<file path="src/rtl/ws2811_receiver_if.sv">
// rtl/ws2811_receiver_if.sv - decoded pixel/frame output bundle of the WS2811 receiver
// The receiver drives it through the master modport; consumers attach to slave.
interface ws2811_receiver_if #(
  parameter int INDEX_W = 10
);
  logic [23:0]        pixelOUT;
  logic               pixelValidOUT;
  logic [INDEX_W-1:0] pixelIndexOUT;
  logic               frameDoneOUT;
  logic               errorOUT;
  logic               busyOUT;

  modport master (
    output pixelOUT,
    output pixelValidOUT,
    output pixelIndexOUT,
    output frameDoneOUT,
    output errorOUT,
    output busyOUT
  );

  modport slave (
    input pixelOUT,
    input pixelValidOUT,
    input pixelIndexOUT,
    input frameDoneOUT,
    input errorOUT,
    input busyOUT
  );
endinterface

</file>
<file path="src/rtl/ws2811_receiver.sv">
// rtl/ws2811_receiver.sv - WS2811 single-wire decoder producing 24-bit pixels and frame strobes
// Optional colour-order unswap on completed pixels: define WS2811_RX_UNSWAP_EN.
module ws2811_receiver #(
  parameter int BIT_THRESHOLD = 21,
  parameter int MIN_HIGH      = 5,
  parameter int HIGH_TIMEOUT  = 60,
  parameter int RESET_CYCLES  = 2500,
  parameter int INDEX_W       = 10
) (
  input  logic              clockIN,
  input  logic              resetIN,
  input  logic              serialIN,
  input  logic [2:0]        swapIN,
  ws2811_receiver_if.master pix
);
  localparam int CW = $clog2(RESET_CYCLES + 1);

  // cnt_q lags the synchronized line by one cycle: at a falling edge the
  // finished high lasted cnt_q+1 cycles, and while a level persists it has
  // lasted cnt_q+2 cycles, so every limit below is pre-adjusted.
  localparam logic [CW-1:0] CNT_MAX  = CW'(RESET_CYCLES);
  localparam logic [CW-1:0] GAP_LAST = CW'(RESET_CYCLES - 2);
  localparam logic [CW-1:0] TMO_LAST = CW'(HIGH_TIMEOUT - 1);
  localparam logic [CW-1:0] MIN_LAST = CW'(MIN_HIGH - 1);
  localparam logic [CW-1:0] THR_LAST = CW'(BIT_THRESHOLD - 1);
  localparam logic [INDEX_W-1:0] IDX_MAX = '1;

  typedef enum logic [1:0] {
    WAIT_GAP = 2'd0,
    IDLE     = 2'd1,
    HIGH     = 2'd2,
    LOW      = 2'd3
  } state_t;

  state_t state_q, state_d;

  logic               sync1_q, sync2_q, sync3_q;
  logic [CW-1:0]      cnt_q, cnt_d;
  logic [22:0]        shift_q, shift_d;
  logic [4:0]         bit_cnt_q, bit_cnt_d;
  logic               any_bit_q, any_bit_d;
  logic [INDEX_W-1:0] idx_q, idx_d;
  logic [23:0]        pixel_q, pixel_d;
  logic               pixel_valid_q, pixel_valid_d;
  logic [INDEX_W-1:0] pixel_index_q, pixel_index_d;
  logic               frame_done_q, frame_done_d;
  logic               error_q, error_d;

  logic rise, fall;
  logic fall_in_high, glitch, bit_ok, bit_val, complete;
  logic timeout, gap_low, gap_wait;
  logic [23:0] raw_word, out_word;

  assign rise = sync2_q & ~sync3_q;
  assign fall = ~sync2_q & sync3_q;

  always_comb begin
    cnt_d = cnt_q;
    if (rise || fall) begin
      cnt_d = '0;
    end else if (cnt_q != CNT_MAX) begin
      cnt_d = cnt_q + 1'b1;
    end
  end

  assign fall_in_high = (state_q == HIGH) && fall;
  assign glitch       = fall_in_high && (cnt_q < MIN_LAST);
  assign bit_ok       = fall_in_high && !glitch;
  assign bit_val      = (cnt_q >= THR_LAST);
  assign complete     = bit_ok && (bit_cnt_q == 5'd23);
  assign timeout      = (state_q == HIGH) && sync2_q && (cnt_q >= TMO_LAST);
  assign gap_low      = (state_q == LOW) && !sync2_q && (cnt_q == GAP_LAST);
  // The edge-cycle guard keeps a stale saturated count from ending the gap early.
  assign gap_wait     = (state_q == WAIT_GAP) && !sync2_q && !sync3_q && (cnt_q >= GAP_LAST);

  assign raw_word = {shift_q, bit_val};

`ifdef WS2811_RX_UNSWAP_EN
  always_comb begin
    out_word = raw_word;
    case (swapIN)
      3'd1:    out_word = {raw_word[23:16], raw_word[7:0],   raw_word[15:8]};
      3'd2:    out_word = {raw_word[7:0],   raw_word[15:8],  raw_word[23:16]};
      3'd3:    out_word = {raw_word[15:8],  raw_word[7:0],   raw_word[23:16]};
      3'd4:    out_word = {raw_word[7:0],   raw_word[23:16], raw_word[15:8]};
      3'd5:    out_word = {raw_word[15:8],  raw_word[23:16], raw_word[7:0]};
      default: out_word = raw_word;
    endcase
  end
`else
  logic unused_swap;
  assign unused_swap = ^swapIN;
  assign out_word    = raw_word;
`endif

  always_ff @(posedge clockIN) begin
    if (resetIN) begin
      state_q       <= WAIT_GAP;
      sync1_q       <= 1'b0;
      sync2_q       <= 1'b0;
      sync3_q       <= 1'b0;
      cnt_q         <= '0;
      shift_q       <= '0;
      bit_cnt_q     <= '0;
      any_bit_q     <= 1'b0;
      idx_q         <= '0;
      pixel_q       <= '0;
      pixel_valid_q <= 1'b0;
      pixel_index_q <= '0;
      frame_done_q  <= 1'b0;
      error_q       <= 1'b0;
    end else begin
      state_q       <= state_d;
      sync1_q       <= serialIN;
      sync2_q       <= sync1_q;
      sync3_q       <= sync2_q;
      cnt_q         <= cnt_d;
      shift_q       <= shift_d;
      bit_cnt_q     <= bit_cnt_d;
      any_bit_q     <= any_bit_d;
      idx_q         <= idx_d;
      pixel_q       <= pixel_d;
      pixel_valid_q <= pixel_valid_d;
      pixel_index_q <= pixel_index_d;
      frame_done_q  <= frame_done_d;
      error_q       <= error_d;
    end
  end

  always_comb begin
    state_d = state_q;
    case (state_q)
      WAIT_GAP: if (gap_wait) state_d = IDLE;
      IDLE:     if (rise) state_d = HIGH;
      HIGH: begin
        if (timeout) begin
          state_d = WAIT_GAP;
        end else if (fall) begin
          state_d = LOW;
        end
      end
      LOW: begin
        if (rise) begin
          state_d = HIGH;
        end else if (gap_low) begin
          state_d = IDLE;
        end
      end
      default: state_d = WAIT_GAP;
    endcase
  end

  always_comb begin
    shift_d       = shift_q;
    bit_cnt_d     = bit_cnt_q;
    any_bit_d     = any_bit_q;
    idx_d         = idx_q;
    pixel_d       = pixel_q;
    pixel_valid_d = 1'b0;
    pixel_index_d = pixel_index_q;
    frame_done_d  = 1'b0;
    error_d       = 1'b0;

    if (glitch) begin
      error_d = 1'b1;
    end

    if (bit_ok) begin
      any_bit_d = 1'b1;
      if (complete) begin
        pixel_d       = out_word;
        pixel_valid_d = 1'b1;
        pixel_index_d = idx_q;
        shift_d       = '0;
        bit_cnt_d     = '0;
        if (idx_q != IDX_MAX) begin
          idx_d = idx_q + 1'b1;
        end
      end else begin
        shift_d   = {shift_q[21:0], bit_val};
        bit_cnt_d = bit_cnt_q + 1'b1;
      end
    end

    if (timeout) begin
      error_d   = 1'b1;
      shift_d   = '0;
      bit_cnt_d = '0;
      any_bit_d = 1'b0;
    end

    // A gap ending with leftover bits is a truncated pixel: report and drop it.
    if (gap_low) begin
      frame_done_d = any_bit_q;
      error_d      = (bit_cnt_q != 5'd0);
      shift_d      = '0;
      bit_cnt_d    = '0;
      any_bit_d    = 1'b0;
      idx_d        = '0;
    end

    if (gap_wait) begin
      any_bit_d = 1'b0;
      idx_d     = '0;
    end
  end

  assign pix.pixelOUT      = pixel_q;
  assign pix.pixelValidOUT = pixel_valid_q;
  assign pix.pixelIndexOUT = pixel_index_q;
  assign pix.frameDoneOUT  = frame_done_q;
  assign pix.errorOUT      = error_q;
  assign pix.busyOUT       = (state_q == HIGH) || (state_q == LOW);
endmodule

</file>
<file path="src/flat_wrapper.sv">
// flat-port wrapper written by rule: the top's interface ports become plain ports
module ws2811_receiver_flat 
#(
  parameter int BIT_THRESHOLD = 21,
  parameter int MIN_HIGH      = 5,
  parameter int HIGH_TIMEOUT  = 60,
  parameter int RESET_CYCLES  = 2500,
  parameter int INDEX_W       = 10
)
  (clockIN, resetIN, serialIN, swapIN, pix_pixelOUT, pix_pixelValidOUT, pix_pixelIndexOUT, pix_frameDoneOUT, pix_errorOUT, pix_busyOUT);
  ws2811_receiver_if #(.INDEX_W(INDEX_W)) pix_i ();
  input  logic clockIN;
  input  logic resetIN;
  input  logic serialIN;
  input  logic [2:0] swapIN;
  output wire logic [$bits(pix_i.pixelOUT)-1:0] pix_pixelOUT;
  output wire logic [$bits(pix_i.pixelValidOUT)-1:0] pix_pixelValidOUT;
  output wire logic [$bits(pix_i.pixelIndexOUT)-1:0] pix_pixelIndexOUT;
  output wire logic [$bits(pix_i.frameDoneOUT)-1:0] pix_frameDoneOUT;
  output wire logic [$bits(pix_i.errorOUT)-1:0] pix_errorOUT;
  output wire logic [$bits(pix_i.busyOUT)-1:0] pix_busyOUT;
  assign pix_pixelOUT = pix_i.pixelOUT;
  assign pix_pixelValidOUT = pix_i.pixelValidOUT;
  assign pix_pixelIndexOUT = pix_i.pixelIndexOUT;
  assign pix_frameDoneOUT = pix_i.frameDoneOUT;
  assign pix_errorOUT = pix_i.errorOUT;
  assign pix_busyOUT = pix_i.busyOUT;
  ws2811_receiver #(.BIT_THRESHOLD(BIT_THRESHOLD), .MIN_HIGH(MIN_HIGH), .HIGH_TIMEOUT(HIGH_TIMEOUT), .RESET_CYCLES(RESET_CYCLES), .INDEX_W(INDEX_W)) u_core (.clockIN(clockIN), .resetIN(resetIN), .serialIN(serialIN), .swapIN(swapIN), .pix(pix_i));
endmodule
</file>
<file path="config.mk">
export PLATFORM = sky130hd
export DESIGN_NAME = ws2811_receiver_flat
export DESIGN_NICKNAME = d
export VERILOG_FILES = /design/src/rtl/ws2811_receiver_if.sv /design/src/rtl/ws2811_receiver.sv /design/src/flat_wrapper.sv
export SDC_FILE = /design/constraint.sdc
export NUM_CORES = 1
export LEC_CHECK = 0
export ABC_CLOCK_PERIOD_IN_PS = 1800
export BUFFER_PORTS_ARGS = -buffer_cell sky130_fd_sc_hd__buf_4
export CAP_MARGIN = 30
export CORE_AREA = 2 2 117 119
export DETAILED_ROUTE_END_ITERATION = 10
export DIE_AREA = 0 0 119 121
export PLACE_DENSITY_LB_ADDON = 0.1
export SYNTH_ARGS = -nofsm -noshare
export SYNTH_HDL_FRONTEND = slang
export SYNTH_SLANG_ARGS = --single-unit
export TNS_END_PERCENT = 20
</file>
<file path="constraint.sdc">
create_clock -name clockIN -period 1.8 [get_ports clockIN]
set_input_delay 0.36 -clock clockIN [delete_from_list [all_inputs] [get_ports clockIN]]
set_output_delay 0.36 -clock clockIN [all_outputs]
set_load 0.03 [all_outputs]
</file>
Word level (Yosys, flattened, before mapping)
Cells that the tools add are included.

Logic and storage cells: 78. Flip-flop bits (word level): 93. Output and inout bits: 38. Bits of input ports: 6.

Reduce and logical (&&, ||, !) cells: 27. Magnitude comparators: 4. Bitwise gates (word level): 6. Muxes and demuxes: 13. Equality and inequality tests: 11. Add/subtract/negate cells: 3.

Operator list (count): $mux 23 (1); $add 12x1->12 const B (1); $eq 12x12->1 const B (1); $ge 12x12->1 const B (1); $ge 12x5->1 const B (1); $ge 12x6->1 const B (1); $lt 12x3->1 const B (1); $mux 2 (6); $ne 12x12->1 const B (1); $logic_and 1x1->1 (11); $add 10x1->10 const B (1); $ne 10x10->1 const B (1); $pmux 2 s4 (1); $ne 3x1->1 const B (2); $reduce_or 2->1 (3); $reduce_or 3->1 (2); $add 5x1->5 const B (1); $eq 5x5->1 const B (1); $mux 5 (1); $reduce_bool 5->1 (1); $eq 2x2->1 const B (2); $mux 1 (4); $ne 2x1->1 const B (2); $not 1->1 (4); other kinds (9) (13).

Depth between registers and ports, before layout
Gate-level depths: netlist (run 1).

Word-level depth: 8. Gate-level depth with buffers: 8. Gate-level depth less buffers: 7.

Worst setup path after synthesis (run 1)
No wires, ideal clock.

Kind: register -> register. From: register u_core.bit_cnt_q[0]. To: register u_core.idx_q[1]. Library setup time: 0.118 ns. Arrival time: 1.687 ns. Cell stages (with the launch flop): 8. Buffers on the path: 1. Setup slack: -0.005 ns. Path through: dfxtp_1 -> ha_1 -> nand4b_4 -> a311oi_4 -> buf_2 -> nand2_1 -> mux2i_1 -> nor2_1.

Cells in the longest elaborated chain, start to end: 3.

Ends and longest elaborated chain: start, declared (line ws2811_receiver.sv:40) `logic [4:0] bit_cnt_q, bit_cnt_d;`; start signal, assigned (line ws2811_receiver.sv:119) `bit_cnt_q <= bit_cnt_d;`; $eq 5x5->1 (line ws2811_receiver.sv:70) `assign complete = bit_ok && (bit_cnt_q == 5'd23);`; $logic_and 1x1->1 (line ws2811_receiver.sv:70); $reduce_and 3->1 (no line); end signal, assigned (line ws2811_receiver.sv:121) `idx_q <= idx_d;`; end, declared (line ws2811_receiver.sv:42) `logic [INDEX_W-1:0] idx_q, idx_d;`.

Every way passes these cells. A chain may end at the register's enable or synchronous reset.

Final worst setup path (run 1)
From: register u_core.sync2_q. To: register u_core.idx_q[8].

Cells in the longest elaborated chain, start to end: 8. Elaborated cells between the ends (all ways): 15. Those cells by class: bitwise: 2; reduce/logical: 13.

Ends and longest elaborated chain: start, declared (line ws2811_receiver.sv:37) `logic sync1_q, sync2_q, sync3_q;`; start signal, assigned (line ws2811_receiver.sv:115) `sync2_q <= sync1_q;`; $not 1->1 (line ws2811_receiver.sv:55) `assign fall = ~sync2_q & sync3_q;`; $and 1x1->1 (line ws2811_receiver.sv:55); $logic_and 1x1->1 (line ws2811_receiver.sv:66) `assign fall_in_high = (state_q == HIGH) && fall;`; $logic_and 1x1->1 (line ws2811_receiver.sv:67) `assign glitch = fall_in_high && (cnt_q < MIN_LAST);`; $logic_not 1->1 (line ws2811_receiver.sv:68) `assign bit_ok = fall_in_high && !glitch;`; $logic_and 1x1->1 (line ws2811_receiver.sv:68); $logic_and 1x1->1 (line ws2811_receiver.sv:70); $reduce_and 3->1 (no line).

Parallel ways exist; a longest one is shown, timed or not.

==> impl_metrics.py, run 1 <==
metrics = {
    "yosys": {
        "post_synthesis_net_count": 469,
        "dominant_combinational_cell_family_by_area_after_synthesis": "simple AND/OR/NAND/NOR gates",
        "most_frequent_cell_after_synthesis": "sky130_fd_sc_hd__nand2_1",
        "synth.ff_latch_count": 93,
        "synth_commonest_cells": "sky130_fd_sc_hd__nand2_1 (107), sky130_fd_sc_hd__dfxtp_1 (93), sky130_fd_sc_hd__a21oi_1 (62)",
        "ys_types": 45,
        "synthSimpleGateAreaFrac": 0.266,
        "netlist.top_cell.by_area": "sky130_fd_sc_hd__dfxtp_1",
        "yosys_warnings": 0,
        "mappedNetlistArea_mm2": 0.00383,
        "ys_top_cells_by_area": "sky130_fd_sc_hd__dfxtp_1 (49%), sky130_fd_sc_hd__nand2_1 (10%), sky130_fd_sc_hd__a21oi_1 (8.1%)",
        "synth_area_per_cell_um2": 8.40,
        "asyncSetResetFlopFracSynth": 0,
        "synth_instances": 456,
        "synth_top_area_share": 0.486,
        "synth.mux.area_fraction": 0.00784,
        "synth_adder_area_share": 0.0229,
        "synthFlopType": "sky130_fd_sc_hd__dfxtp_1",
        "synth_enable_flop_cells": 0,
        "synth_compound_area_frac": 0.136,
        "synthesized_area_fraction_occupied_by_xor_and_xnor_cells": 0.0389,
        "sequential_fraction_of_the_synthesis_area": 0.486,
    },
    "global_routing": {
        "grt_remaining_overflow": 0,
        "grt_antenna_before_repair": 0,
        "grt_pass1_vias": 3035,
        "largest_net_degree_at_the_start_of_global_routing": 33,
        "global_route_wire_length_before_repair_mm": 14.9,
        "grt.total_usage": 0.131,
    },
    "placed_design": {
        "dp_slack_ns": -0.00627,
        "port-buffer-count": 40,
        "instance_area_after_placement_mm2": 0.00456,
        "placed_cells": 681,
        "gp_routability_congestion": 0.755,
        "dp_hpwl_mm": 6.11,
    },
    "clock_network": {
        "cts_setup_buffers": 0,
        "cts.sink_count": 93,
        "insertion_delay_ns": 0.35,
        "clockBufferDepth": 2,
        "clock_tree.htree_level_count": 3,
        "cts-buffers-inserted": 9,
        "clk_pin_slew_ns": 0.07,
        "cts_tree": "yes",
        "cts.root.buffer_cell": "sky130_fd_sc_hd__clkbuf_16",
    },
    "floorplan": {
        "start_util": 0.293,
        "core_region_area_mm2": 0.0131,
        "core.rowCount": 42,
        "num_io_pins": 44,
        "floorplan.die.height_um": 121,
        "die_area_mm2": 0.0144,
        "die_width_um": 119,
    },
    "pwr": {
        "power_density_mw_per_mm2": 860,
        "totalPowerFinal_w": 0.00425,
        "vdd_drop_max_mv": 0.546,
        "power.leakage_nw": 1.90,
    },
    "critical_path": {
        "regToRegSetupSlack_ns": 0.09,
        "timing.critical_path.slowest_stage_cell": "sky130_fd_sc_hd__a311oi_4",
        "worstPathRequired_ns": 2.03,
        "crit_path_largest_cell_delay_ns": 0.37,
        "critical_path.cell_chain": "inv_2, ha_4, nand3b_4, a311oi_4, and3_4, and4b_1, a211oi_2",
        "cp_data_arrival_time_ns": 1.94,
        "worstSetupEndpointType": "register",
        "criticalPathCategory": "reg2reg",
        "critical_path_buf_inv_count": 1,
        "worstReg2RegStart": "u_core.sync2_q",
        "critical_path.top_delay_family": "simple AND/OR/NAND/NOR gates",
        "critPathMaxFanout": 5,
        "setup.worst_path.start_class": "register",
        "timing.critical_path.from": "u_core.sync2_q",
    },
    "min_path": {
        "hold_class": "in2reg",
        "min_from": "serialIN",
    },
    "route": {
        "detail_route.wl_per_cell_um": 12.7,
        "vias_per_cell": 4.55,
        "count_of_routing_violations_after_the_opening_detailed_route_iteration": 126,
        "drt_pass1_iterations": 4,
        "drc": 0,
        "postRouteWirelength_mm": 8.85,
        "vias": 3170,
        "route.antenna.remaining_nets": 0,
    },
    "sta": {
        "period_minus_slack_ns": 1.71,
        "finalMaxSlewViolations": 0,
        "worst_slew_pin_slew_ns": 0.476,
        "max-slew-margin-rel": 0.678,
        "finalSetupViolCount": 0,
        "setup_slack_ns": 0.0852,
        "clock_skew_ns": 0.0102,
        "post-route-period-util": 0.953,
        "finalHoldViolations": 0,
        "achievable-frequency_mhz": 583,
    },
    "final_layout": {
        "layout-area-overhead-vs-synth_pct": 28.9,
        "layout.cell_area.non_filler_mm2": 0.00494,
        "layout.nets": 529,
        "drive_above_1_share": 0.228,
        "n_fill_cell": 1375,
        "multiInputGateArea_mm2": 0.00184,
        "num_antenna_cells": 0,
        "seqCellArea_mm2": 0.00187,
        "non_filler_instance_count_after_layout": 697,
    },
    "flow_run": {
        "drv.max_cap_violation_count": 0,
    },
    "outcome": {
        "outcome": "complete, no violations",
    },
}
## cells in the final DEF (no fill, tap or decap), types with 7 or more instances in the layout
master                      count
sky130_fd_sc_hd__nand3_1       30
sky130_fd_sc_hd__buf_4         71
sky130_fd_sc_hd__nand4_1        7
sky130_fd_sc_hd__xor2_1        11
sky130_fd_sc_hd__inv_1          7
sky130_fd_sc_hd__clkbuf_16      9
sky130_fd_sc_hd__a21oi_1       61
sky130_fd_sc_hd__nand2_1      107
sky130_fd_sc_hd__dfxtp_1       89
sky130_fd_sc_hd__nor2_1        33
## where the power goes
part	internal, W	switching (W)
Combinational	0.0000432	0.0000674
Clock	0.00123	0.000840
Sequential	0.00206	0.00000555
Total	0.00333	0.000913
## routing by layer
layer	routed length [µm]	up-vias	track usage
li1	-	1663	-
met1	4440	1462	0.173
met2	3990	33	0.198
met3	201	12	0.0277
met4	218	0	0.0737
met5	0	-	0
## registers in the layout (all words and copies together) (netlist names)
signal                    count
u_core.pix.pixelIndexOUT     10
u_core.sync1_q                1
u_core.shift_q               23
u_core.any_bit_q              1
u_core.bit_cnt_q              5
u_core.pix.pixelValidOUT      1
u_core.idx_q                 10
u_core.sync2_q                1
u_core.pix.pixelOUT          24
u_core.sync3_q                1
u_core.state_q                2
u_core.pix.errorOUT           1
u_core.cnt_q                 12
u_core.pix.frameDoneOUT       1
## timing repair
action                     in CTS  in global routing
setup endpoints to repair       1                 54
resized for setup               1                 15
pin swaps                       0                  1
cloned                          0                  0
hold buffers                    0                  0
## through the flow
stage | utilization | TNS, ns | hold slack (ns)
2_1_floorplan | - | 0 | 0.414
3_3_place_gp | 0.349 | -0.0273 | 0.425
3_5_place_dp | 0.349 | -0.00627 | 0.430
4_1_cts | 0.373 | 0 | 0.210
5_1_grt | 0.377 | -0.0567 | 0.230
6_report | 0.377 | 0 | 0.224
## area by class of cell
cell class | count | share of cell area
Multi-Input combinational cell | 325 | 0.373
Clock buffer | 9 | 0.0456
Tap cell | 176 | 0.0446
Inverter | 8 | 0.00608
Sequential cell | 93 | 0.378
Timing Repair Buffer | 79 | 0.133
Clock inverter | 7 | 0.0195
## cell families (layout without fill, tap and decap cells)
| logic type | Yosys count | count (layout) |
|---|---|---|
| AO/OA/AOI/OAI | 87 | 87 |
| XOR/XNOR | 17 | 17 |
| adder cells (fa/ha/maj) | 7 | 7 |
| buffers and inverters | 38 | 103 |
| flip-flops | 93 | 93 |
| multiplexers | 3 | 3 |
| AND/OR/NAND/NOR | 211 | 211 |
## worst paths after layout
kind                          end  depth (start not counted)
setup / recovery  u_core.idx_q[8]                          7
hold / removal     u_core.sync1_q                          2
setup reg to reg  u_core.idx_q[8]                          7
hold reg to reg    u_core.sync2_q                          1
Power figures use the tool's default switching activity.
==> inputs of run 2 (changes only) <==
CELL_PAD_IN_SITES_DETAIL_PLACEMENT = 2   (was unset)
CELL_PAD_IN_SITES_GLOBAL_PLACEMENT = 2   (was unset)
==> run 2 against run 1 <==
Utilization grew 1.6 points. Clock power shrank 8%. Via count grew 8.7%. Worst hold slack gained 0.0028 ns. Critical path depth grew 1. Global-route usage grew 3.1 points. Register-to-register slack lost 0.06 ns. Worst setup slack lost 0.057 ns. Critical endpoint is now u_core.shift_q[17]. Largest cell class is now multi-input gates. Highest routed layer unchanged.
==> impl_metrics.py, run 2 (synthesized netlist as in run 1, its figures left out) <==
metrics = {
    "global_routing": {
        "grt_remaining_overflow": 0,
        "global_route_wire_length_before_repair_mm": 18.5,
        "grt_pass1_vias": 3703,
        "grt.total_usage": 0.162,
        "grt_antenna_before_repair": 0,
        "largest_net_degree_at_the_start_of_global_routing": 35,
    },
    "placed_design": {
        "port-buffer-count": 40,
        "placed_cells": 688,
        "instance_area_after_placement_mm2": 0.00464,
        "gp_routability_congestion": 0.745,
        "dp_hpwl_mm": 7.71,
    },
    "final_layout": {
        "multiInputGateArea_mm2": 0.00189,
        "seqCellArea_mm2": 0.00187,
        "mostFrequentLayoutCell": "sky130_fd_sc_hd__nand2_1",
        "layout_common_cells": "sky130_fd_sc_hd__nand2_1 (106), sky130_fd_sc_hd__dfxtp_1 (89), sky130_fd_sc_hd__buf_4 (81), sky130_fd_sc_hd__a21oi_1 (61), sky130_fd_sc_hd__nor2_1 (32)",
        "drive_above_1_share": 0.255,
        "num_antenna_cells": 0,
        "layout.cell_area.non_filler_mm2": 0.00515,
        "non_filler_instance_count_after_layout": 714,
        "largest_register_ff_count": 24,
        "n_fill_cell": 1442,
        "layout-area-overhead-vs-synth_pct": 34.3,
        "layout.nets": 546,
    },
    "floorplan": {
        "die_width_um": 119,
        "start_util": 0.293,
        "core.rowCount": 42,
        "floorplan.die.height_um": 121,
        "core_region_area_mm2": 0.0131,
        "num_io_pins": 44,
        "die_area_mm2": 0.0144,
    },
    "outcome": {
        "outcome": "complete, no violations",
    },
    "route": {
        "postRouteWirelength_mm": 11.4,
        "vias_per_cell": 4.83,
        "vias": 3447,
        "detail_route.wl_per_cell_um": 15.9,
        "count_of_routing_violations_after_the_opening_detailed_route_iteration": 122,
        "route.antenna.remaining_nets": 0,
        "drt_pass1_iterations": 4,
        "drc": 0,
    },
    "pwr": {
        "power.leakage_nw": 1.98,
        "vdd_drop_max_mv": 0.368,
        "power_density_mw_per_mm2": 801,
    },
    "critical_path": {
        "critical_path.cell_chain": "buf_4, buf_4, o2111ai_1, a31oi_1, nand3b_1, nand2_4, clkbuf_16, a21oi_1",
        "worstPathRequired_ns": 2.04,
        "cp_data_arrival_time_ns": 2.01,
        "critical_path.top_delay_family": "buffers and inverters",
        "critPathMaxFanout": 7,
        "crit_path_largest_cell_delay_ns": 0.38,
        "cpMostUsedCell": "sky130_fd_sc_hd__buf_4",
        "critical_path_buf_inv_count": 3,
        "criticalPathCategory": "reg2reg",
        "timing.critical_path.slowest_stage_cell": "sky130_fd_sc_hd__dfxtp_1",
        "setup.worst_path.start_class": "register",
        "worstSetupEndpointType": "register",
    },
    "clock_network": {
        "clockBufferDepth": 2,
        "cts.root.buffer_cell": "sky130_fd_sc_hd__clkbuf_16",
        "cts-buffers-inserted": 9,
        "cts_tree": "yes",
        "cts.sink_count": 93,
        "cts_hold_repair.buffers": 0,
        "clk_pin_slew_ns": 0.06,
        "insertion_delay_ns": 0.35,
        "clock_tree.htree_level_count": 3,
    },
    "sta": {
        "rsz0062_at_grt": "yes",
        "period_minus_slack_ns": 1.77,
        "finalSetupViolCount": 0,
        "finalMaxSlewViolations": 0,
        "worst_slew_pin_slew_ns": 0.472,
        "post-route-period-util": 0.984,
        "clock_skew_ns": 0.00762,
        "fin_worst_hold_slack_ns": 0.227,
        "achievable-frequency_mhz": 564,
        "finalHoldViolations": 0,
        "max-slew-margin-rel": 0.685,
    },
    "min_path": {
        "hold_class": "in2reg",
    },
    "flow_run": {
        "drv.max_cap_violation_count": 0,
    },
}
==> run 2: cell types whose count changed in the layout (fill, tap and decap cells not counted), sizes merged <==
cell | previous run | this run
clkbuf | 9 | 17
inv | 11 | 8
clkinv | 2 | 0
buf | 79 | 94
bufinv | 2 | 1
==> run 2: area by class of cell <==
cell class,count,area share
Multi-Input combinational cell,325,0.367
Clock inverter,1,0.00584
Sequential cell,93,0.363
Clock buffer,15,0.0501
Inverter,8,0.00584
Timing Repair Buffer,96,0.166
Tap cell,176,0.0428
==> run 2: stage by stage <==
stage	setup slack, ns	total power (W)	TNS, ns	utilization
after floorplan	0.0102	0.00218	0	-
after global placement	0.0279	0.00223	0	0.354
after detailed placement	-0.0394	0.00224	-0.218	0.354
after CTS	0.00558	0.00417	0	0.377
after global routing	-0.0755	0.00431	-1.71	0.393
final	0.0283	0.00412	0	0.393
==> run 2: power by group <==
group	switching [W]	internal, W	total [W]
Sequential	0.00000569	0.00207	0.00207
Clock	0.000794	0.00112	0.00191
Combinational	0.0000783	0.0000602	0.000139
==> run 2: final timing paths <==
kind | startpoint | to | slack, ns | depth (start not counted)
worst max-delay path | u_core.cnt_q[4] | u_core.shift_q[17] | 0.03 | 8
worst min-delay path | serialIN | u_core.sync1_q | 0.23 | 2
worst max register to register | u_core.cnt_q[4] | u_core.shift_q[17] | 0.03 | 8
worst min register to register | u_core.sync1_q | u_core.sync2_q | 0.44 | 1
==> run 2: layer usage <==
metal  GRT usage  routed length, µm
met1       0.198               5080
met2       0.277               5780
met3      0.0291                238
met4      0.0729                252
met5           0                  0
==> run 2: timing repair <==
item / CTS / global route
gates resized for setup: 2 / 27
buffers inserted: 0 / 7
pin swaps: 0 / 10
endpoints found under the setup margin: 24 / 69
gates cloned: 1 / 2
==> inputs of run 3 (changes only) <==
ABC_CLOCK_PERIOD_IN_PS = 1640   (was 1800)
CTS_BUF_LIST = sky130_fd_sc_hd__clkbuf_4 sky130_fd_sc_hd__clkbuf_8 sky130_fd_sc_hd__clkbuf_16   (was unset)
SETUP_SLACK_MARGIN = 0.3   (was unset)
clock period = 1.64 ns   (was 1.8 ns; I/O delays follow)
==> run 3 against run 2 <==
The flow now finishes with violations (setup timing). Sequential share of layout area fell by 3.3 points. Critical path depth fell by 1. Largest power group is now clock. Fmax rose by 2.3%. Sequential cell count did not move. Critical endpoint is now u_core.idx_q[1]. Clock skew fell by 0.0025 ns. Sequential power rose by 9.7%.
==> impl_metrics.py, run 3 (synthesized netlist as in run 1, its figures left out) <==
metrics = {
    "outcome": {
        "outcome": "complete, but fails checks",
        "failed_checks": "setup timing",
    },
    "critical_path": {
        "worstReg2RegStart": "u_core.state_q[1]",
        "critPathMaxFanout": 9,
        "timing.critical_path.slowest_stage_cell": "sky130_fd_sc_hd__or4b_4",
        "critical_path_buf_inv_count": 2,
        "crit_path_largest_cell_delay_ns": 0.56,
        "worstSetupEndpointType": "register",
        "cp_data_arrival_time_ns": 1.97,
        "cpMostUsedCell": "sky130_fd_sc_hd__buf_12",
        "criticalPathCategory": "reg2reg",
        "critical_path.cell_chain": "or4b_4, a211oi_4, nand2b_1, nand2_2, buf_12, buf_12, nor2_1",
        "worstPathRequired_ns": 1.88,
        "setup.worst_path.start_class": "register",
        "timing.critical_path.from": "u_core.state_q[1]",
        "critical_path.top_delay_family": "simple AND/OR/NAND/NOR gates",
    },
    "sta": {
        "worst_slew_pin_slew_ns": 0.476,
        "achievable-frequency_mhz": 577,
        "setup_total_negative_slack_ns": -0.518,
        "finalHoldViolations": 0,
        "clock_skew_ns": 0.00517,
        "rsz0062_at_grt": "yes",
        "max-slew-margin-rel": 0.683,
        "finalSetupViolCount": 17,
        "fin_worst_hold_slack_ns": 0.196,
        "period_minus_slack_ns": 1.73,
        "setup_slack_ns": -0.0919,
        "finalMaxSlewViolations": 0,
        "post-route-period-util": 1.06,
    },
    "global_routing": {
        "grt_antenna_before_repair": 0,
        "grt.total_usage": 0.173,
        "largest_net_degree_at_the_start_of_global_routing": 43,
        "global_route_wire_length_before_repair_mm": 19.6,
        "grt_pass1_vias": 3814,
        "grt_remaining_overflow": 0,
    },
    "floorplan": {
        "die_area_mm2": 0.0144,
        "core_region_area_mm2": 0.0131,
        "num_io_pins": 44,
        "core.rowCount": 42,
        "floorplan.die.height_um": 121,
        "start_util": 0.293,
        "die_width_um": 119,
    },
    "clock_network": {
        "clockBufferDepth": 2,
        "cts-buffers-inserted": 9,
        "clk_pin_slew_ns": 0.07,
        "clock_tree.htree_level_count": 3,
        "cts_tree": "yes",
        "cts.sink_count": 93,
        "cts.root.buffer_cell": "sky130_fd_sc_hd__clkbuf_16",
        "insertion_delay_ns": 0.35,
    },
    "placed_design": {
        "dp_hpwl_mm": 7.84,
        "port-buffer-count": 40,
        "instance_area_after_placement_mm2": 0.00481,
        "dp_slack_ns": -0.154,
        "gp_routability_congestion": 0.764,
    },
    "final_layout": {
        "layout.cell_area.non_filler_mm2": 0.00574,
        "layout_common_cells": "sky130_fd_sc_hd__nand2_1 (104), sky130_fd_sc_hd__buf_4 (95), sky130_fd_sc_hd__dfxtp_1 (78), sky130_fd_sc_hd__a21oi_1 (36), sky130_fd_sc_hd__nand3_1 (30)",
        "drive_above_1_share": 0.393,
        "num_antenna_cells": 0,
        "largest_register_ff_count": 24,
        "mostFrequentLayoutCell": "sky130_fd_sc_hd__nand2_1",
        "layout.nets": 569,
        "layout-area-overhead-vs-synth_pct": 49.9,
    },
    "min_path": {
        "min_from": "serialIN",
        "hold_class": "in2reg",
    },
    "flow_run": {
        "drv.max_cap_violation_count": 0,
    },
    "route": {
        "postRouteWirelength_mm": 12.1,
        "count_of_routing_violations_after_the_opening_detailed_route_iteration": 118,
        "vias": 3573,
        "vias_per_cell": 4.85,
        "route.antenna.remaining_nets": 0,
        "drc": 0,
        "detail_route.wl_per_cell_um": 16.4,
        "drt_pass1_iterations": 3,
    },
    "pwr": {
        "power_density_mw_per_mm2": 834,
        "power.leakage_nw": 2.19,
        "vdd_drop_max_mv": 0.483,
    },
}
run 3: cell count changes in the layout (fill, tap and decap cells not counted), sizes merged:
cell / previous run / this run
buf: 94 / 118
clkbuf: 17 / 13
bufinv: 1 / 2
clkinv: 0 / 1
run 3: worst paths after layout:
path	end	slack, ns	cells past startpoint
min	u_core.sync1_q	0.20	2
max	u_core.idx_q[1]	-0.09	7
max reg2reg	u_core.idx_q[1]	-0.09	7
min reg2reg	u_core.sync2_q	0.44	1
run 3: metrics by stage:
| stage | total power, W | cells | utilization |
|---|---|---|---|
| 6_report | 0.00479 | 736 | 0.439 |
| 5_1_grt | 0.00499 | 736 | 0.439 |
| 4_1_cts | 0.00483 | 727 | 0.418 |
| 3_5_place_dp | 0.00246 | 705 | 0.368 |
| 3_3_place_gp | 0.00245 | 705 | 0.368 |
| 2_1_floorplan | 0.00240 | 456 | - |
run 3: final cells by class:
cell class	count	area (µm²)
Clock buffer	12	260
Inverter	8	30.0
Clock inverter	3	68.8
Fill cell	1387	7340
Multi-Input combinational cell	325	2200
Timing Repair Buffer	119	1070
Tap cell	176	220
Sequential cell	93	1890
run 3: timing repair:
| item | in CTS | in global routing |
|---|---|---|
| endpoints found under the setup margin | 91 | 90 |
| cloned | 1 | 1 |
| gates resized for setup | 68 | 39 |
| pin swaps | 27 | 15 |
| hold endpoints to repair | 0 | 0 |
| hold buffers | 0 | 0 |
| setup buffers | 6 | 8 |
run 3: report_power, final:
| group | internal [W] | total (W) | switching (W) |
|---|---|---|---|
| logic | 0.0000822 | 0.000189 | 0.000107 |
| clock network | 0.00143 | 0.00233 | 0.000897 |
| registers | 0.00226 | 0.00227 | 0.00000936 |
| total | 0.00378 | 0.00479 | 0.00101 |
run 3: per-layer routing:
metal	vias to the layer above	wire, µm	share of wire	global-route usage
li1	1739	-	-	-
met2	41	6340	0.52	0.307
met3	23	269	0.022	0.0320
met5	-	0	0	0
met1	1770	5200	0.43	0.203
met4	0	272	0.023	0.0766
